<file path="src/rtl/key_bounce_gen.sv">
`timescale 1ns/1ps
// -----------------------------------------------------------------------------
// key_bounce_gen
// Bouncing-key source for the active-low push-button path. A clean press or
// release command is turned into a pseudo-random bounce burst on key_n,
// followed by a stable window at the commanded level, ending in a done pulse.
//
// Ports
//   clk        in   system clock, all logic on posedge
//   rst_n      in   asynchronous active-low reset
//   cmd_valid  in   command request
//   cmd_press  in   1 = press (key_n goes 0), 0 = release (key_n goes 1)
//   cmd_ready  out  high only while idle; accept = cmd_valid & cmd_ready
//   key_n      out  generated key line, registered, 1 = released
//   busy       out  high while bouncing or settling
//   done       out  one-cycle pulse when the settled window completes
// -----------------------------------------------------------------------------
module key_bounce_gen #(
  parameter int unsigned BOUNCE_CYC = 12,
  parameter int unsigned SETTLE_CYC = 32,
  parameter logic [15:0] LFSR_SEED  = 16'hACE1
) (
  input  logic clk,
  input  logic rst_n,
  input  logic cmd_valid,
  input  logic cmd_press,
  output logic cmd_ready,
  output logic key_n,
  output logic busy,
  output logic done
);

  localparam int unsigned MAX_CYC = (BOUNCE_CYC > SETTLE_CYC) ? BOUNCE_CYC : SETTLE_CYC;
  localparam int unsigned CW      = $clog2(MAX_CYC + 1);

  // An all-zero Fibonacci LFSR would lock up, so a zero seed is replaced.
  localparam logic [15:0]   SEED_EFF    = (LFSR_SEED == 16'h0000) ? 16'h0001 : LFSR_SEED;
  localparam logic [CW-1:0] BOUNCE_LAST = CW'(BOUNCE_CYC);
  localparam logic [CW-1:0] SETTLE_LAST = CW'(SETTLE_CYC - 1);

  typedef enum logic [1:0] {
    IDLE_UP = 2'd0,
    IDLE_DN = 2'd1,
    BOUNCE  = 2'd2,
    SETTLE  = 2'd3
  } state_e;

  // One step of x^16+x^14+x^13+x^11+1, shifted left.
  function automatic logic [15:0] lfsr_step(input logic [15:0] v);
    return {v[14:0], v[15] ^ v[13] ^ v[12] ^ v[10]};
  endfunction

  state_e        state_q, state_d;
  logic [CW-1:0] cnt_q, cnt_d;
  logic [15:0]   lfsr_q, lfsr_d;
  logic          tgt_n_q, tgt_n_d;
  logic          key_n_q, key_n_d;
  logic          done_q, done_d;
  logic          busy_q, busy_d;
  logic          ready_q, ready_d;

  // Next-state and next-output logic.
  always_comb begin
    state_d = state_q;
    cnt_d   = cnt_q;
    lfsr_d  = lfsr_q;
    tgt_n_d = tgt_n_q;
    key_n_d = key_n_q;
    done_d  = 1'b0;
    busy_d  = 1'b0;
    ready_d = 1'b1;

    case (state_q)
      IDLE_UP, IDLE_DN: begin
        if (cmd_valid) begin
          tgt_n_d = ~cmd_press;
          if ((~cmd_press) != key_n_q) begin
            cnt_d   = '0;
            state_d = BOUNCE;
          end else begin
            // Same level again: skip the burst, finish after one settle cycle.
            cnt_d   = SETTLE_LAST;
            state_d = SETTLE;
          end
        end else begin
          state_d = state_q;
        end
      end

      BOUNCE: begin
        if (cnt_q >= BOUNCE_LAST) begin
          key_n_d = tgt_n_q;
          // The edge that lands the target level already counts as the
          // first settled cycle, so done arrives BOUNCE_CYC+SETTLE_CYC
          // edges after the accept edge.
          cnt_d   = CW'(1);
          state_d = SETTLE;
        end else begin
          key_n_d = lfsr_q[0];
          lfsr_d  = lfsr_step(lfsr_q);
          cnt_d   = cnt_q + CW'(1);
        end
      end

      SETTLE: begin
        key_n_d = tgt_n_q;
        if (cnt_q >= SETTLE_LAST) begin
          done_d  = 1'b1;
          cnt_d   = '0;
          state_d = tgt_n_q ? IDLE_UP : IDLE_DN;
        end else begin
          cnt_d = cnt_q + CW'(1);
        end
      end

      default: begin
        state_d = IDLE_UP;
        cnt_d   = '0;
        key_n_d = 1'b1;
        tgt_n_d = 1'b1;
      end
    endcase

    // busy/ready are registered from the next state so they line up with it.
    if ((state_d == BOUNCE) || (state_d == SETTLE)) begin
      busy_d  = 1'b1;
      ready_d = 1'b0;
    end else begin
      busy_d  = 1'b0;
      ready_d = 1'b1;
    end
  end

  // State, counter, LFSR and output registers.
  always_ff @(posedge clk or negedge rst_n) begin
    if (!rst_n) begin
      state_q <= IDLE_UP;
      cnt_q   <= '0;
      lfsr_q  <= SEED_EFF;
      tgt_n_q <= 1'b1;
      key_n_q <= 1'b1;
      done_q  <= 1'b0;
      busy_q  <= 1'b0;
      ready_q <= 1'b1;
    end else begin
      state_q <= state_d;
      cnt_q   <= cnt_d;
      lfsr_q  <= lfsr_d;
      tgt_n_q <= tgt_n_d;
      key_n_q <= key_n_d;
      done_q  <= done_d;
      busy_q  <= busy_d;
      ready_q <= ready_d;
    end
  end

  assign cmd_ready = ready_q;
  assign key_n     = key_n_q;
  assign busy      = busy_q;
  assign done      = done_q;

endmodule

</file>
<file path="config.mk">
export PLATFORM = sky130hd
export DESIGN_NAME = key_bounce_gen
export DESIGN_NICKNAME = d
export VERILOG_FILES = /design/src/rtl/key_bounce_gen.sv
export SDC_FILE = /design/constraint.sdc
export NUM_CORES = 1
export LEC_CHECK = 0
export CAP_MARGIN = 20
export CORE_UTILIZATION = 61
export DETAILED_ROUTE_END_ITERATION = 16
export GPL_TIMING_DRIVEN = 1
export PLACE_DENSITY = 0.89
export REMOVE_ABC_BUFFERS = 1
export SLEW_MARGIN = 40
export SYNTH_ARGS = -nofsm -noshare
export SYNTH_HDL_FRONTEND = slang
export SYNTH_SLANG_ARGS = --single-unit
</file>
<file path="constraint.sdc">
create_clock -name clk -period 4.1 [get_ports clk]
set_input_delay 0.615 -clock clk [delete_from_list [all_inputs] [get_ports clk]]
set_output_delay 0.615 -clock clk [all_outputs]
set_load 0.1 [all_outputs]
</file>
# Word-level counts from Yosys, hierarchy flattened
# Cells that the tools add are included.
# totals
reg_bits	29
input_bits	4
output_inout_bits	4
word_cells	46
# classes
n_addsub	1
magnitude_cmp	2
n_eq_ne	7
mux	17
bitwise	5
reduce_logical	6
# ops
operator	n
6-bit two-way mux	3
6-bit one-hot mux with 3 select lines	1
2-bit == test, second input constant	4
1-bit two-way mux	7
6-bit by 1-bit adder with 6-bit output, second input constant	1
6-bit by 4-bit >= comparator with 1-bit output, second input constant	1
6-bit by 5-bit >= comparator with 1-bit output, second input constant	1
2-bit two-way mux	3
2-bit one-hot mux with 3 select lines	1
5-bit two-way mux	1
2-bit AND reduction	2
1-bit bitwise XOR	3
2-bit by 1-bit == test with 1-bit output, second input constant	1
2-bit zero test	1
2-bit inequality test, second input constant	1
1-bit inverter	2
1-bit one-hot mux with 2 select lines	1
2-bit nonzero test	1
2-bit OR reduction	1
1-bit logical OR	1
1-bit inequality test	1

# Logic depth before layout (Yosys ltp)
# Gate-level depths: netlist of run 1.
# logic_depth
ltp_word	8
depth_mapped	6
mapped_depth_nobuf	5

# Least setup slack after synthesis of run 1
# OpenSTA, ideal clock, no wires.
# synth_path
path_type	register -> register
start	register, netlist name busy
end	register cnt_q[1]
setup_ns	0.080
arrival_time_ns	1.917
required_ns	4.020
path_slack_ns	2.104
stages_incl_launch_ff	6
n_path_buf	1
synth_period_minus_slack_ns	1.996
path_cell_list	dfrtp_1 -> clkbuf_1 -> nand3b_1 -> a41oi_1 -> o21a_1 -> a2bb2oi_1
# synth_rtl
element	line_no	source
end signal, assigned	147	cnt_q <= cnt_d;
end, declared	54	logic [CW-1:0] cnt_q, cnt_d;

# Worst setup path in the final report of run 1
# layout_path
start	register cnt_q[3]
end	register lfsr_q[2]
# layout_via
elab_chain_cells	3
# layout_rtl
element	line_no	source
6-bit by 4-bit >= comparator with 1-bit output	91	if (cnt_q >= BOUNCE_LAST) begin
1-bit inverter (no line)	-	
2-bit AND reduction (no line)	-	
end signal, assigned	148	lfsr_q <= lfsr_d;
end, declared	55	logic [15:0] lfsr_q, lfsr_d;
# Every way passes these cells.
# A chain may end at the register's enable or synchronous reset.

==> impl_metrics.yaml, run 1 <==
clock_tree:
  cts.reportedPaths.clkPinSlew_ns: 0.13
  root_buffer: "clkbuf_4"
  numCtsBuffers: 3
  clk_latency_ns: 0.31
  cts_tree: "yes"
  cts_resized: 0
  holdBufCountCts: 0
  h-tree-depth: 1
  cts_num_sinks: 28
  cts_setup_buffers: 0
  cts_buffer_depth: 2
cells_and_area:
  antennaDiodeCount: 0
  fill_cells: 149
  drive_gt1_share_pct: 36.1
  syn_to_final_growth_pct: 4.58
  fin_area_um2: 1400
  fin_nets: 115
setup_path:
  max_stage_delay_ns: 0.71
  worst_ep_arrival_time_ns: 2.43
  r2r_start: "cnt_q[3]"
  crit_path_end_kind: "flop"
  crit_path_start_kind: "flop"
  crit_fanout: 14
  rrSetupSlack_ns: 1.88
  startpoint: "cnt_q[3]"
  critical_path.top_delay_family: "simple AND/OR/NAND/NOR gates"
  cp.required_ns: 4.31
  slowest_stage: "and2_1"
  path_cells: "a2111oi_4, and2_1, mux2_2"
  cp_num_buf_inv: 0
  path_class: "reg2reg"
floorplan:
  die_w_um: 48.8
  die_area_um2: 2380
  ios: 8
  initial_core_util_pct: 66.8
  design.core.area_um2: 2000
  rows: 16
  die_y_um: 48.8
timing:
  timing.setup.tns_ns: 0
  clock.fmax_mhz: 451
  clock_skew_ns: 0.00125
  rsz0062_at_grt: "false"
  setup_violations: 0
  fin_crit_sh_pct: 54.0
  hold_violations: 0
  drv_slew: 0
  worst_slew_margin_rel_pct: 47.1
  period_needed_ns: 2.22
  worst_pin_slew_ns: 0.794
synth:
  syn_area_per_cell_um2: 13.2
  ys_types: 33
  yosys_warnings: 0
  syn-instance-count: 101
  synth-edff-count: 0
  async_flop_share_pct: 100
  ys.flop_type: "dfrtp_1"
  synth-seq-cells: 28
  synth.cell_area_um2: 1340
  ys_seq_area_share_pct: 53.4
routing:
  drc_errors: 0
  via_count: 782
  wl_per_cell_um: 15.8
  routed_via_density: 5.79
  dr.pass1.iters: 4
  wirelength_um: 2130
  initialDrtViolationCount: 45
  drtAntennaViolNets: 0
grt:
  grtUsageTotal_pct: 21.1
  grt_max_degree: 25
  grt_pass1_wl_um: 3750
  antenna_found_initial: 0
  grt.overflow.total: 0
  grt_pass1_vias: 746
place:
  dp_hpwl_um: 1540
  postPlaceCellArea_um2: 1370
  gp_congestion: 0.957
  io_buffers: 7
power:
  peakVddDrop_mv: 0.530
  leakage_nw: 0.615
  p_per_area_nw_per_um2: 641
run:
  maxCapViolations: 0
min_path:
  hold_class: "in2async"
status:
  status: "finished, final reports clean"
## report_power, final
part | internal [mW] | total (mW) | switching (mW)
Clock | 0.0380 | 0.108 | 0.0699
Combinational | 0.149 | 0.378 | 0.230
Sequential | 0.335 | 0.411 | 0.0762
Total | 0.521 | 0.897 | 0.376
## logic make-up (layout without fill, tap and decap cells)
family	Yosys count	count (layout)	share of synthesized area, %
multiplexers	16	16	16.2
XOR/XNOR	5	5	3.27
buffers and inverters	9	16	4.96
AND/OR/NAND/NOR	18	18	6.36
adder cells (fa/ha/maj)	2	2	1.87
flip-flops	28	28	53.4
AO/OA/AOI/OAI	23	23	13.9
## stage by stage
stage               util (%)  setup slack, ns  hold WS (ns)  power (mW)  instances
floorplan                  -             1.89         0.319       0.712         96
global placement        69.8             1.80         0.476       0.785        131
detailed placement      68.6             1.88         0.477       0.793        131
CTS                     69.9             1.86         0.248       0.904        135
global route            69.9             1.76         0.260       0.961        135
finish                  69.9             1.88         0.246       0.897        135
## layer usage
| metal | part of all wire (%) | vias up | track usage, % | wire [µm] |
|---|---|---|---|---|
| met4 | 0 | 0 | 3.43 | 0 |
| met3 | 4.4 | 0 | 6.54 | 94 |
| li1 | - | 374 | - | - |
| met1 | 47 | 388 | 30.6 | 993 |
| met2 | 49 | 20 | 31.9 | 1040 |
| met5 | 0 | - | 0 | 0 |
## flip-flops by register name, summed over array words and instances, names as in the netlist, named ones only
name and flops:
tgt_n_q 1, cnt_q 6, done 1, lfsr_q 16, cmd_ready 1, key_n 1, busy 1
## cell type report
| class | instances | area (µm²) | share of cell area (%) |
|---|---|---|---|
| Inverter | 4 | 15.0 | 1.07 |
| Tap cell | 27 | 33.8 | 2.42 |
| Timing Repair Buffer | 8 | 52.6 | 3.76 |
| Clock buffer | 4 | 26.3 | 1.88 |
| Sequential cell | 28 | 714 | 51.1 |
| Multi-Input combinational cell | 64 | 557 | 39.8 |
## worst register-to-register path, delay by kind of cell (launching register included)
family / cells / cell delay (ns)
AO/OA/AOI/OAI: 1 / 0.48
multiplexers: 1 / 0.42
AND/OR/NAND/NOR: 1 / 0.71
flip-flops: 1 / 0.50
## placed cells by master (no fill, tap or decap), types with 4 or more instances in the layout
| cell type | netlist | routed |
|---|---|---|
| nor2_1 | 7 | 7 |
| a21oi_1 | 5 | 5 |
| dfrtp_1 | 17 | 17 |
| dfstp_2 | 11 | 11 |
| mux2_2 | 5 | 5 |
| buf_2 | 0 | 5 |
| inv_1 | 4 | 4 |
| xnor2_1 | 5 | 5 |
| mux2_4 | 10 | 10 |
## final timing paths
kind                               to  cells past startpoint
min                              busy                      1
min in group clk            lfsr_q[0]                      2
max in group asynchronous  lfsr_q[11]                      2
max reg2reg                 lfsr_q[2]                      3
min reg2reg                 lfsr_q[0]                      2
max                         lfsr_q[2]                      3
## cells in the mapped netlist (2+ instances only)
| master | instances | area share (%) |
|---|---|---|
| dfrtp_1 | 17 | 32 |
| dfstp_2 | 11 | 22 |
| mux2_4 | 10 | 11 |
| nor2_1 | 7 | 2.0 |
| a21oi_1 | 5 | 1.9 |
| mux2_2 | 5 | 4.2 |
| xnor2_1 | 5 | 3.3 |
| inv_1 | 4 | 1.1 |
| nand2_1 | 3 | 0.84 |
| o21a_1 | 3 | 1.7 |
| o22a_1 | 3 | 2.0 |
| a31oi_1 | 2 | 0.94 |
| buf_6 | 2 | 1.7 |
| ha_1 | 2 | 1.9 |
| nor3_1 | 2 | 0.75 |
| o21ai_0 | 2 | 0.75 |
| or2_2 | 2 | 0.94 |
(Power assumes the default switching activity.)
==> inputs of run 2 (changes only) <==
CORE_UTILIZATION = 51   (was 61)
PLACE_DENSITY = 0.81   (was 0.89)
clock period = 2 ns   (was 4.1 ns; I/O delays follow)
==> impl_metrics.yaml, run 2 (same netlist as run 1, synthesis figures left out) <==
routing:
  routed_via_density: 5.54
  wl_per_cell_um: 15.5
  dr.pass1.iters: 4
  via_count: 787
  wirelength_um: 2200
  drtAntennaViolNets: 0
  initialDrtViolationCount: 17
  drc_errors: 0
setup_path:
  worst_ep_arrival_time_ns: 1.96
  crit_path_end_kind: "flop"
  startpoint: "cnt_q[3]"
  rrSetupSlack_ns: 0.27
  crit_path_start_kind: "flop"
  crit_fanout: 9
  r2r_start: "cnt_q[3]"
  path_class: "reg2reg"
  cp.required_ns: 2.23
cells_and_area:
  layout_common_cells: "dfrtp_1 (17), dfstp_2 (11), mux2_4 (10)"
  finalNonFillerCells: 142
  top_register: "lfsr_q"
  final_common_cell: "dfrtp_1"
  syn_to_final_growth_pct: 12.1
  reg.largest.list: "lfsr_q x16, cnt_q x6"
  final_util_pct: 60.5
  fin_nets: 119
  fill_cells: 204
  drive_gt1_share_pct: 38.4
  antennaDiodeCount: 0
  largest_register_ffs: 16
  fin_area_um2: 1500
grt:
  antenna_found_initial: 0
  grt_pass1_vias: 803
  grt.overflow.total: 0
  grt_pass1_wl_um: 3660
  grtUsageTotal_pct: 18.3
  grt_max_degree: 29
floorplan:
  design.core.area_um2: 2480
  ios: 8
  die_area_um2: 2830
  die_y_um: 53.2
  rows: 18
  die_w_um: 53.2
  initial_core_util_pct: 54.0
power:
  p_per_area_nw_per_um2: 1380
  leakage_nw: 0.663
  peakVddDrop_mv: 0.775
timing:
  drv_slew: 0
  period_needed_ns: 1.73
  worst_pin_slew_ns: 0.405
  worst_slew_margin_rel_pct: 72.6
  setup_violations: 0
  hold_violations: 0
  timing.setup.tns_ns: 0
  clock_skew_ns: 0.0128
  fin_crit_sh_pct: 86.3
  rsz0062_at_grt: "false"
  clock.fmax_mhz: 580
  setup_ws_ns: 0.275
min_path:
  hold_class: "in2async"
clock_tree:
  root_buffer: "clkbuf_4"
  h-tree-depth: 1
  cts_setup_buffers: 0
  cts_num_sinks: 28
  clk_latency_ns: 0.32
  holdBufCountCts: 0
  cts.reportedPaths.clkPinSlew_ns: 0.15
  cts_tree: "yes"
  numCtsBuffers: 3
  cts_resized: 0
  cts_buffer_depth: 2
run:
  maxCapViolations: 0
place:
  io_buffers: 7
  postPlaceCellArea_um2: 1450
  place_ws_ns: 0.299
  dp.cells: 138
  gp_congestion: 0.838
  dp_hpwl_um: 1570
status:
  status: "finished, final reports clean"
## run 2: cell count changes in the layout (fill, tap and decap cells not counted)
cell / delta
buf_12: +2
buf_2: -5
buf_4: +6
bufinv_16: +1
clkbuf_1: -1
clkdlybuf4s50_1: +1
## run 2: worst paths after layout
path	endpoint	cells past startpoint
max	lfsr_q[2]	4
min	cnt_q[5]	2
max reg2reg	lfsr_q[2]	4
min reg2reg	lfsr_q[0]	2
max in group asynchronous	lfsr_q[13]	2
min in group clk	lfsr_q[0]	2
## run 2: worst max-delay path: stages, from the launching register on
cell       delay [ns]
dfrtp_1          0.50
a2111oi_4        0.39
and2_1           0.19
buf_4            0.20
mux2_2           0.35
## run 2: through the flow
stage                     hold slack, ns  total power, mW
after floorplan                  0.00441             1.46
after CTS                          0.334             2.09
final                              0.329             2.07
after global routing               0.361             2.20
after global placement             0.476             1.68
after detailed placement           0.497             1.72
## run 2: power breakdown
| group | leakage, nW | internal [mW] | switching, mW |
|---|---|---|---|
| logic | 0.302 | 0.385 | 0.471 |
| clock network | 0.0279 | 0.203 | 0.161 |
| registers | 0.332 | 0.687 | 0.168 |
## run 2: layer usage
layer	GRT usage [%]	vias to the layer above	routed length, µm
met2	30.0	13	1100
li1	-	381	-
met4	8.33	0	28
met3	4.02	4	71
met5	0	-	0
met1	22.5	389	997
## run 2: final cells by class
class / count / area (µm²) / share of cell area (%)
clock buffer: 3 / 22.5 / 1.50
clock inverter: 1 / 30.0 / 2.00
inverter: 4 / 15.0 / 1.00
multi-input combinational: 64 / 557 / 37.1
sequential: 28 / 714 / 47.7
tap: 30 / 37.5 / 2.50
timing repair buffer: 12 / 123 / 8.18
